--- src/rtl/scan_chain_ctrl_pkg.sv ---
// Shared definitions for the scan chain sequencer: state encoding and
// default word/length widths.
package scan_chain_ctrl_pkg;

  localparam int DEF_DATA_W = 32;
  localparam int DEF_LEN_W  = 6;

  typedef enum logic [2:0] {
    S_IDLE      = 3'd0,
    S_SHIFT_IN  = 3'd1,
    S_CAPTURE   = 3'd2,
    S_SHIFT_OUT = 3'd3,
    S_DONE      = 3'd4
  } state_t;

endpackage

--- src/rtl/scan_chain_ctrl_cnt.sv ---
// Per-phase bit counter: counts 0..len-1, flags the last bit and holds
// there; clear has priority over counting.
module scan_bit_cnt
  import scan_chain_ctrl_pkg::*;
#(
  parameter int LEN_W = DEF_LEN_W
) (
  input  logic             CP,
  input  logic             CD,
  input  logic             clr,
  input  logic             en,
  input  logic [LEN_W-1:0] len,
  output logic [LEN_W-1:0] cnt,
  output logic             term
);

  logic [LEN_W-1:0] cnt_r;
  logic             term_s;

  assign term_s = (cnt_r == (len - {{(LEN_W-1){1'b0}}, 1'b1}));
  assign cnt    = cnt_r;
  assign term   = term_s;

  // bit counter state
  always_ff @(posedge CP or negedge CD) begin
    if (!CD) begin
      cnt_r <= {LEN_W{1'b0}};
    end else if (clr) begin
      cnt_r <= {LEN_W{1'b0}};
    end else if (en && !term_s) begin
      cnt_r <= cnt_r + {{(LEN_W-1){1'b0}}, 1'b1};
    end else begin
      cnt_r <= cnt_r;
    end
  end

endmodule

--- src/rtl/scan_chain_ctrl.sv ---
// Scan chain sequencer: serial load with TE=1, one functional capture cycle,
// then serial unload of the response into a parallel word.
module scan_chain_ctrl
  import scan_chain_ctrl_pkg::*;
#(
  parameter int   DATA_W = DEF_DATA_W,
  parameter int   LEN_W  = DEF_LEN_W,
  parameter logic FILL   = 1'b0
) (
  input  logic              CP,
  input  logic              CD,
  input  logic              start,
  input  logic              abort,
  input  logic [LEN_W-1:0]  chain_len,
  input  logic [DATA_W-1:0] load_data,
  input  logic              SO,
  output logic              TE,
  output logic              TI,
  output logic              busy,
  output logic              done,
  output logic              err,
  output logic [DATA_W-1:0] unload_data
);

  localparam logic [LEN_W-1:0] MAX_LEN = LEN_W'(DATA_W);

  state_t            state_r;
  logic [LEN_W-1:0]  n_r;
  logic [DATA_W-1:0] shreg_r;
  logic [DATA_W-1:0] unload_r;
  logic              te_r, ti_r, busy_r, done_r, err_r;
  logic [LEN_W-1:0]  cnt_s;
  logic              term_s, cnt_en_s, cnt_clr_s, len_bad_s;

  assign TE          = te_r;
  assign TI          = ti_r;
  assign busy        = busy_r;
  assign done        = done_r;
  assign err         = err_r;
  assign unload_data = unload_r;

  assign len_bad_s = (chain_len == {LEN_W{1'b0}}) || (chain_len > MAX_LEN);
  assign cnt_en_s  = (state_r == S_SHIFT_IN) || (state_r == S_SHIFT_OUT);
  // Clearing on the terminal bit zeroes the counter for the next phase.
  assign cnt_clr_s = !cnt_en_s || term_s || abort;

  scan_bit_cnt #(.LEN_W(LEN_W)) u_cnt (
    .CP   (CP),
    .CD   (CD),
    .clr  (cnt_clr_s),
    .en   (cnt_en_s),
    .len  (n_r),
    .cnt  (cnt_s),
    .term (term_s)
  );

  // sequencer FSM with registered chain controls and unload register
  always_ff @(posedge CP or negedge CD) begin
    if (!CD) begin
      state_r  <= S_IDLE;
      n_r      <= {LEN_W{1'b0}};
      shreg_r  <= {DATA_W{1'b0}};
      unload_r <= {DATA_W{1'b0}};
      te_r     <= 1'b0;
      ti_r     <= 1'b0;
      busy_r   <= 1'b0;
      done_r   <= 1'b0;
      err_r    <= 1'b0;
    end else begin
      done_r <= 1'b0;
      case (state_r)
        S_IDLE: begin
          te_r   <= 1'b0;
          ti_r   <= 1'b0;
          busy_r <= 1'b0;
          if (start) begin
            n_r      <= chain_len;
            err_r    <= len_bad_s;
            unload_r <= {DATA_W{1'b0}};
            if (len_bad_s) begin
              state_r <= S_DONE;
              done_r  <= 1'b1;
            end else begin
              state_r <= S_SHIFT_IN;
              te_r    <= 1'b1;
              ti_r    <= load_data[0];
              shreg_r <= {1'b0, load_data[DATA_W-1:1]};
              busy_r  <= 1'b1;
            end
          end else begin
            state_r <= S_IDLE;
          end
        end
        S_SHIFT_IN: begin
          if (abort) begin
            state_r <= S_IDLE;
            te_r    <= 1'b0;
            ti_r    <= 1'b0;
            busy_r  <= 1'b0;
          end else if (term_s) begin
            state_r <= S_CAPTURE;
            te_r    <= 1'b0;
            ti_r    <= 1'b0;
          end else begin
            ti_r    <= shreg_r[0];
            shreg_r <= {1'b0, shreg_r[DATA_W-1:1]};
          end
        end
        S_CAPTURE: begin
          if (abort) begin
            state_r <= S_IDLE;
            te_r    <= 1'b0;
            ti_r    <= 1'b0;
            busy_r  <= 1'b0;
          end else begin
            state_r <= S_SHIFT_OUT;
            te_r    <= 1'b1;
            ti_r    <= FILL;
          end
        end
        S_SHIFT_OUT: begin
          if (abort) begin
            state_r <= S_IDLE;
            te_r    <= 1'b0;
            ti_r    <= 1'b0;
            busy_r  <= 1'b0;
          end else begin
            // Each unload bit is written exactly once, so OR-in is enough.
            unload_r <= unload_r | ({{(DATA_W-1){1'b0}}, SO} << cnt_s);
            if (term_s) begin
              state_r <= S_DONE;
              te_r    <= 1'b0;
              ti_r    <= 1'b0;
              busy_r  <= 1'b0;
              done_r  <= 1'b1;
            end else begin
              state_r <= S_SHIFT_OUT;
            end
          end
        end
        S_DONE: begin
          state_r <= S_IDLE;
          te_r    <= 1'b0;
          ti_r    <= 1'b0;
          busy_r  <= 1'b0;
        end
        default: begin
          state_r <= S_IDLE;
          te_r    <= 1'b0;
          ti_r    <= 1'b0;
          busy_r  <= 1'b0;
        end
      endcase
    end
  end

endmodule

--- config.mk ---
export PLATFORM = sky130hd
export DESIGN_NAME = scan_chain_ctrl
export DESIGN_NICKNAME = d
export VERILOG_FILES = /design/src/rtl/scan_chain_ctrl_pkg.sv /design/src/rtl/scan_chain_ctrl_cnt.sv /design/src/rtl/scan_chain_ctrl.sv
export SDC_FILE = /design/constraint.sdc
export NUM_CORES = 1
export LEC_CHECK = 0
export CAP_MARGIN = 15
export CORE_AREA = 2 2 75 113
export DETAILED_ROUTE_END_ITERATION = 12
export DIE_AREA = 0 0 77 115
export HOLD_SLACK_MARGIN = 0.08
export PLACE_DENSITY_LB_ADDON = 0.12
export SKIP_LAST_GASP = 1
export SYNTH_ARGS = -nofsm -noshare
export SYNTH_HDL_FRONTEND = slang
export SYNTH_SLANG_ARGS = --single-unit
export TNS_END_PERCENT = 5
--- constraint.sdc ---
create_clock -name CP -period 2.8 [get_ports CP]
set_input_delay 0.42 -clock CP [delete_from_list [all_inputs] [get_ports CP]]
set_output_delay 0.42 -clock CP [all_outputs]
set_load 0.01 [all_outputs]
=== After elaboration in Yosys (flattened, before gate mapping) ===
Index checks and enable logic that the tools add are counted.

* Register bits after elaboration: 84
* Output and inout port bits: 37
* Word-level logic and storage cells: 82

* Add/subtract/negate cells: 2
* $lt $le $gt $ge: 1
* Equality and inequality tests: 13
* Shift operators: 1
* Muxes and demuxes: 36
* Bitwise operators: 1
* Reductions and logical operators: 18

{| class="wikitable"
|+ Operators with widths
! cell !! number
|-
| $mux 32 || 6
|-
| $pmux 32 s2 || 2
|-
| $or 32x32->32 || 1
|-
| $shl 1x6->32 || 1
|-
| $mux 3 || 6
|-
| $mux 1 || 14
|-
| $mux 6 || 2
|-
| $pmux 3 s4 || 1
|-
| $ne 2x2->1 const B || 5
|-
| $pmux 1 s3 || 3
|-
| $add 6x1->6 const B || 1
|-
| $eq 3x2->1 const B || 2
|-
| $eq 6x6->1 || 1
|-
| $gt 6x6->1 const B || 1
|-
| $logic_not 6->1 || 1
|-
| $ne 3x3->1 const B || 2
|-
| $reduce_bool 2->1 || 3
|-
| $sub 6x1->6 const B || 1
|-
| $reduce_and 5->1 || 1
|-
| $logic_or 1x1->1 || 4
|-
| $reduce_and 2->1 || 2
|-
| $reduce_or 2->1 || 2
|-
| $eq 3x1->1 const B || 1
|-
| $logic_not 3->1 || 1
|-
| 7 further kinds || 8
|}

=== Logic depth before layout (Yosys ltp) ===
* Word-level depth: 6
* Gate-level depth with buffers: 9
* Mapped depth without buffers: 8

=== Modules after synthesis ===
A second synthesis with hierarchy kept.

* Cells, all modules: 335
* Area total of the unflattened synthesis: 4047.6 um^2

{| class="wikitable"
|+ By module, submodules not included
! module !! instances !! cells an instance !! area each (um^2) !! seq. area each (um^2)
|-
| scan_chain_ctrl || 1 || 278 || 3548.4 || 1926.8
|-
| scan_bit_cnt || 1 || 57 || 499.2 || 150.1
|}

=== Least setup slack after synthesis ===
OpenSTA, ideal clock, no wires.

* Path type: reg-to-reg
* From: register n_r[0]
* To: register shreg_r[0]
* Library setup time: 0.125 ns
* Data arrival time: 2.277 ns
* Data required time: 2.675 ns
* Setup slack: 0.398 ns
* Stages on the path, launching flop included: 10
* Buffers on the path: 1
* Cells stage by stage: dfrtp_1 inv_1 ha_1 or3b_1 a211o_1 nor4_2 nor3_1 nor3_4 buf_6 mux2_4

* Cells in the longest elaborated chain, start to end: 4

{| class="wikitable"
|+ Ends and longest elaborated chain
! element !! line !! source
|-
| start, declared || scan_chain_ctrl.sv:28 || <nowiki>logic [LEN_W-1:0] n_r;</nowiki>
|-
| start signal, assigned || scan_chain_ctrl.sv:61 || <nowiki>n_r <= {LEN_W{1'b0}};</nowiki>
|-
| start signal, assigned || scan_chain_ctrl.sv:77 || <nowiki>n_r <= chain_len;</nowiki>
|-
| $sub 6x1->6 || scan_chain_ctrl_cnt.sv:20 || <nowiki>assign term_s = (cnt_r == (len - {{(LEN_W-1){1'b0}}, 1'b1}));</nowiki>
|-
| $eq 6x6->1 || scan_chain_ctrl_cnt.sv:20 ||
|-
| $ne 2x2->1 (no line) || n/a ||
|-
| $reduce_and 5->1 (no line) || n/a ||
|-
| end signal, assigned || scan_chain_ctrl.sv:62 || <nowiki>shreg_r <= {DATA_W{1'b0}};</nowiki>
|-
| end signal, assigned || scan_chain_ctrl.sv:87 || <nowiki>shreg_r <= {1'b0, load_data[DATA_W-1:1]};</nowiki>
|-
| end signal, assigned || scan_chain_ctrl.sv:106 || <nowiki>shreg_r <= {1'b0, shreg_r[DATA_W-1:1]};</nowiki>
|-
| end, declared || scan_chain_ctrl.sv:29 || <nowiki>logic [DATA_W-1:0] shreg_r;</nowiki>
|}

Every way passes these cells.
A chain may end at the register's enable or synchronous reset.

=== Worst setup path in the final report ===
* From: register n_r[0]
* To: register shreg_r[18]

Same word-level chain as after synthesis.

==> run_results.csv <==
group,metric,value,unit
timing,finalCriticalPeriod,2.66,ns
job,cap_violations,0,
power,clkPwrFrac,0.316,
logic_synthesis,synth_xor_area_frac,0.0269,
die,dieArea,8860,µm²
clock_tree,cts_inserted_buffers,9,
worst_setup_path,crit_path_end_kind,"flop",
layout,n_fill_cell,659,
die,core_area,7910,µm²
logic_synthesis,synth-simple-area-share,0.130,
worst_setup_path,worstPathArrival,2.88,ns
timing,fmax,376,MHz
die,start_util,0.494,
logic_synthesis,netlist.area_leader.share,0.532,
clock_tree,clkTransAtPathRegs,0.06,ns
worst_setup_path,path_cells,"inv_1 -> ha_1 -> or3b_1 -> a211o_1 -> nor4_2 -> nor3_1 -> nor3_4 -> clkbuf_16 -> mux2_4",
worst_setup_path,worstSetupStartpointType,"flop",
global_route,grt.total_usage,0.192,
layout,nets,468,
worst_setup_path,criticalPathCategory,"flop to flop",
logic_synthesis,synthTopCellsByCount,"83 x dfrtp_1, 40 x nand2_1, 39 x nor2_1, 30 x mux2_2, 30 x mux2_4",
layout,antennaDiodeCount,0,
clock_tree,cts_hold_buf,0,
logic_synthesis,synth_ff_type,"dfrtp_1",
logic_synthesis,synth_edf_count,0,
global_route,antenna_found_initial,0,
clock_tree,cts_max_path_buffers,2,
power,switchingPower,1.00,mW
timing,tightest_slew,1.01,ns
global_route,grt_max_degree,84,
power,leakage,2.32,nW
logic_synthesis,syn_area,3910,µm²
global_route,grt_pass1_wl,13200,µm
logic_synthesis,syn_inst,339,
timing,relSlewSlack,0.325,
die,die_w,77,µm
drt,route.detailed.drc,0,
logic_synthesis,synth_seq_area_share,0.532,
clock_tree,cts_tree,"done",
drt,vias,2749,
min_path,hp-class,"input port to asynchronous set/reset pin",
logic_synthesis,synthAdderAreaFrac,0.00641,
clock_tree,clockRootBuffer,"clkbuf_16",
timing,finalHoldViolCount,0,
drt,antenna_left,0,
run_status,outcome,"completed",
timing,finalSetupViolCount,0,
logic_synthesis,yosysTopAreaCell,"dfrtp_1",
worst_setup_path,cp_slowest_cell,"dfrtp_1",
drt,routed_via_density,5.18,
power,ir_drop,0.000404,V
clock_tree,cts_resized,0,
power,power.share.sequential,0.425,
clock_tree,cts_setup_buffers,0,
worst_setup_path,ff2ff_setup_slack,0.14,ns
drt,drt_first_pass_iters,6,
layout,drive_gt1_frac,0.218,
global_route,grt_use_met2,0.329,
placed_design,gp_congestion,0.813,
placed_design,port_buffers,79,
logic_synthesis,synth.distinct_cells,42,
global_route,top_usage_layer,"met2",
timing,rsz0062_at_grt,"false",
worst_setup_path,max_stage_delay,0.41,ns
logic_synthesis,synth_compound_area_frac,0.0721,
logic_synthesis,synth-seq-cells,83,
worst_setup_path,crit_fanout,15,
die,die_h,115,µm
layout,area_growth,32.1,%
global_route,grt_pass1_vias,2788,
global_route,use_met3,0.0526,
clock_tree,clk_latency,0.34,ns
logic_synthesis,muxShareOfSynthArea,0.204,
power,switching_share,0.257,
timing,drv_slew,0,
global_route,overflow,0,
die,io_pins,80,
timing,post-route-period-util,0.949,
logic_synthesis,synth.avg_cell_area,11.5,µm²
drt,drt_iter0_markers,149,
clock_tree,cts_sinks,83,
timing,skew,0.00762,ns
drt,wl,8050,µm
die,fp-row-count,40,
logic_synthesis,ys_top_cells_by_area,"dfrtp_1 53%, mux2_4 12%, mux2_2 8.6%, nand2_1 3.8%, nor2_1 3.7%",
placed_design,dpl_worst_slack,0.0314,ns
power,power_density,754,nW/µm²
logic_synthesis,synthesis.nets,384,
timing,fin_setup_tns,0,ns
drt,wire_per_inst,15.2,µm
worst_setup_path,required,3.02,ns
logic_synthesis,ys_warn_count,0,
placed_design,hpwlAfterDp,5570,µm
clock_tree,htree_levels,3,
timing,setup_ws,0.142,ns
logic_synthesis,synth_top_family_by_area,"multiplexers",
logic_synthesis,async_flop_share,1.00,
global_route,grt_use_met1,0.223,
power,pwr-share-comb,0.259,
logic_synthesis,synth_most_common_cell,"dfrtp_1",
power,cell_internal_pwr,2.89,mW
final cells by class:
cell class	instances	area (µm²)	share of cell area
flip-flops and latches	83	2080	0.402
clock buffers	9	225	0.0436
multi-input cells	233	1720	0.334
well taps	105	131	0.0255
clock inverters	5	80.1	0.0155
repair buffers	90	901	0.175
inverters	6	22.5	0.00436
sequential cells by signal, summed over array words and instances, names as in the netlist:
name         cells
n_r              6
TI               1
shreg_r         31
err              1
u_cnt.cnt        6
busy             1
state_r          3
TE               1
done             1
unload_data     32
logic make-up after synthesis:
logic type	Yosys count
mux	61
compound gates	50
fa+ha+maj	2
simple gates	108
buf+inv	23
flops	83
xor+xnor	12
per-layer routing:
metal	wire, µm	vias up
li1	-	1320
met1	3340	1345
met2	4170	66
met3	324	18
met4	209	0
met5	0	-
final timing paths:
| kind | startpoint | endpoint | cells after the start |
|---|---|---|---|
| max | n_r[0] | shreg_r[18] | 9 |
| min | CD | unload_data[10] | 1 |
| max reg2reg | n_r[0] | shreg_r[18] | 9 |
| min reg2reg | unload_data[20] | unload_data[20] | 2 |
| max in group asynchronous | CD | shreg_r[19] | 1 |
| min in group CP | unload_data[20] | unload_data[20] | 2 |
per-stage QoR:
stage	instances	utilization	area (µm²)	hold WS, ns	power, mW
CTS	530	0.650	5140	0.301	3.91
floorplan	339	-	3910	0.124	2.39
global route	531	0.653	5160	0.347	4.08
global placement	516	0.611	4830	0.462	2.63
detailed placement	516	0.611	4830	0.470	2.66
finish	531	0.653	5160	0.258	3.89
critical path, delay by kind of cell (launching register included):
kind / cells / cell delay, ns
mux: 1 / 0.30
flops: 1 / 0.41
buf+inv: 2 / 0.35
simple gates: 4 / 0.98
compound gates: 1 / 0.31
fa+ha+maj: 1 / 0.19
cell usage in the layout, fill, tap and decap left out, types with 2 or more instances in the layout:
cell type / synthesis / final
clkdlybuf4s50_1: 0 / 78
xnor2_1: 5 / 5
nand2_1: 40 / 40
mux2_2: 30 / 30
inv_1: 6 / 6
a21oi_1: 18 / 18
nor2_1: 39 / 38
bufinv_16: 0 / 2
buf_4: 0 / 10
xor2_1: 7 / 7
nand3b_1: 2 / 2
mux2_4: 30 / 30
nor3b_1: 3 / 2
nand2b_1: 2 / 2
ha_1: 2 / 2
nor3_1: 5 / 5
o21a_1: 2 / 2
a211o_1: 2 / 2
clkbuf_16: 0 / 10
o21ai_0: 19 / 19
clkinvlp_4: 0 / 2
a31oi_1: 4 / 4
dfrtp_1: 83 / 83
and2_1: 3 / 3
power groups by stage:
stage | sequential, mW | clock, mW | combinational, mW
after floorplan | 1.61 | 0 | 0.778
after global placement | 1.66 | 0 | 0.969
after detailed placement | 1.65 | 0 | 1.01
after CTS | 1.65 | 1.25 | 1.00
after global routing | 1.69 | 1.30 | 1.09
final | 1.65 | 1.23 | 1.01
(Power assumes the default switching activity.)
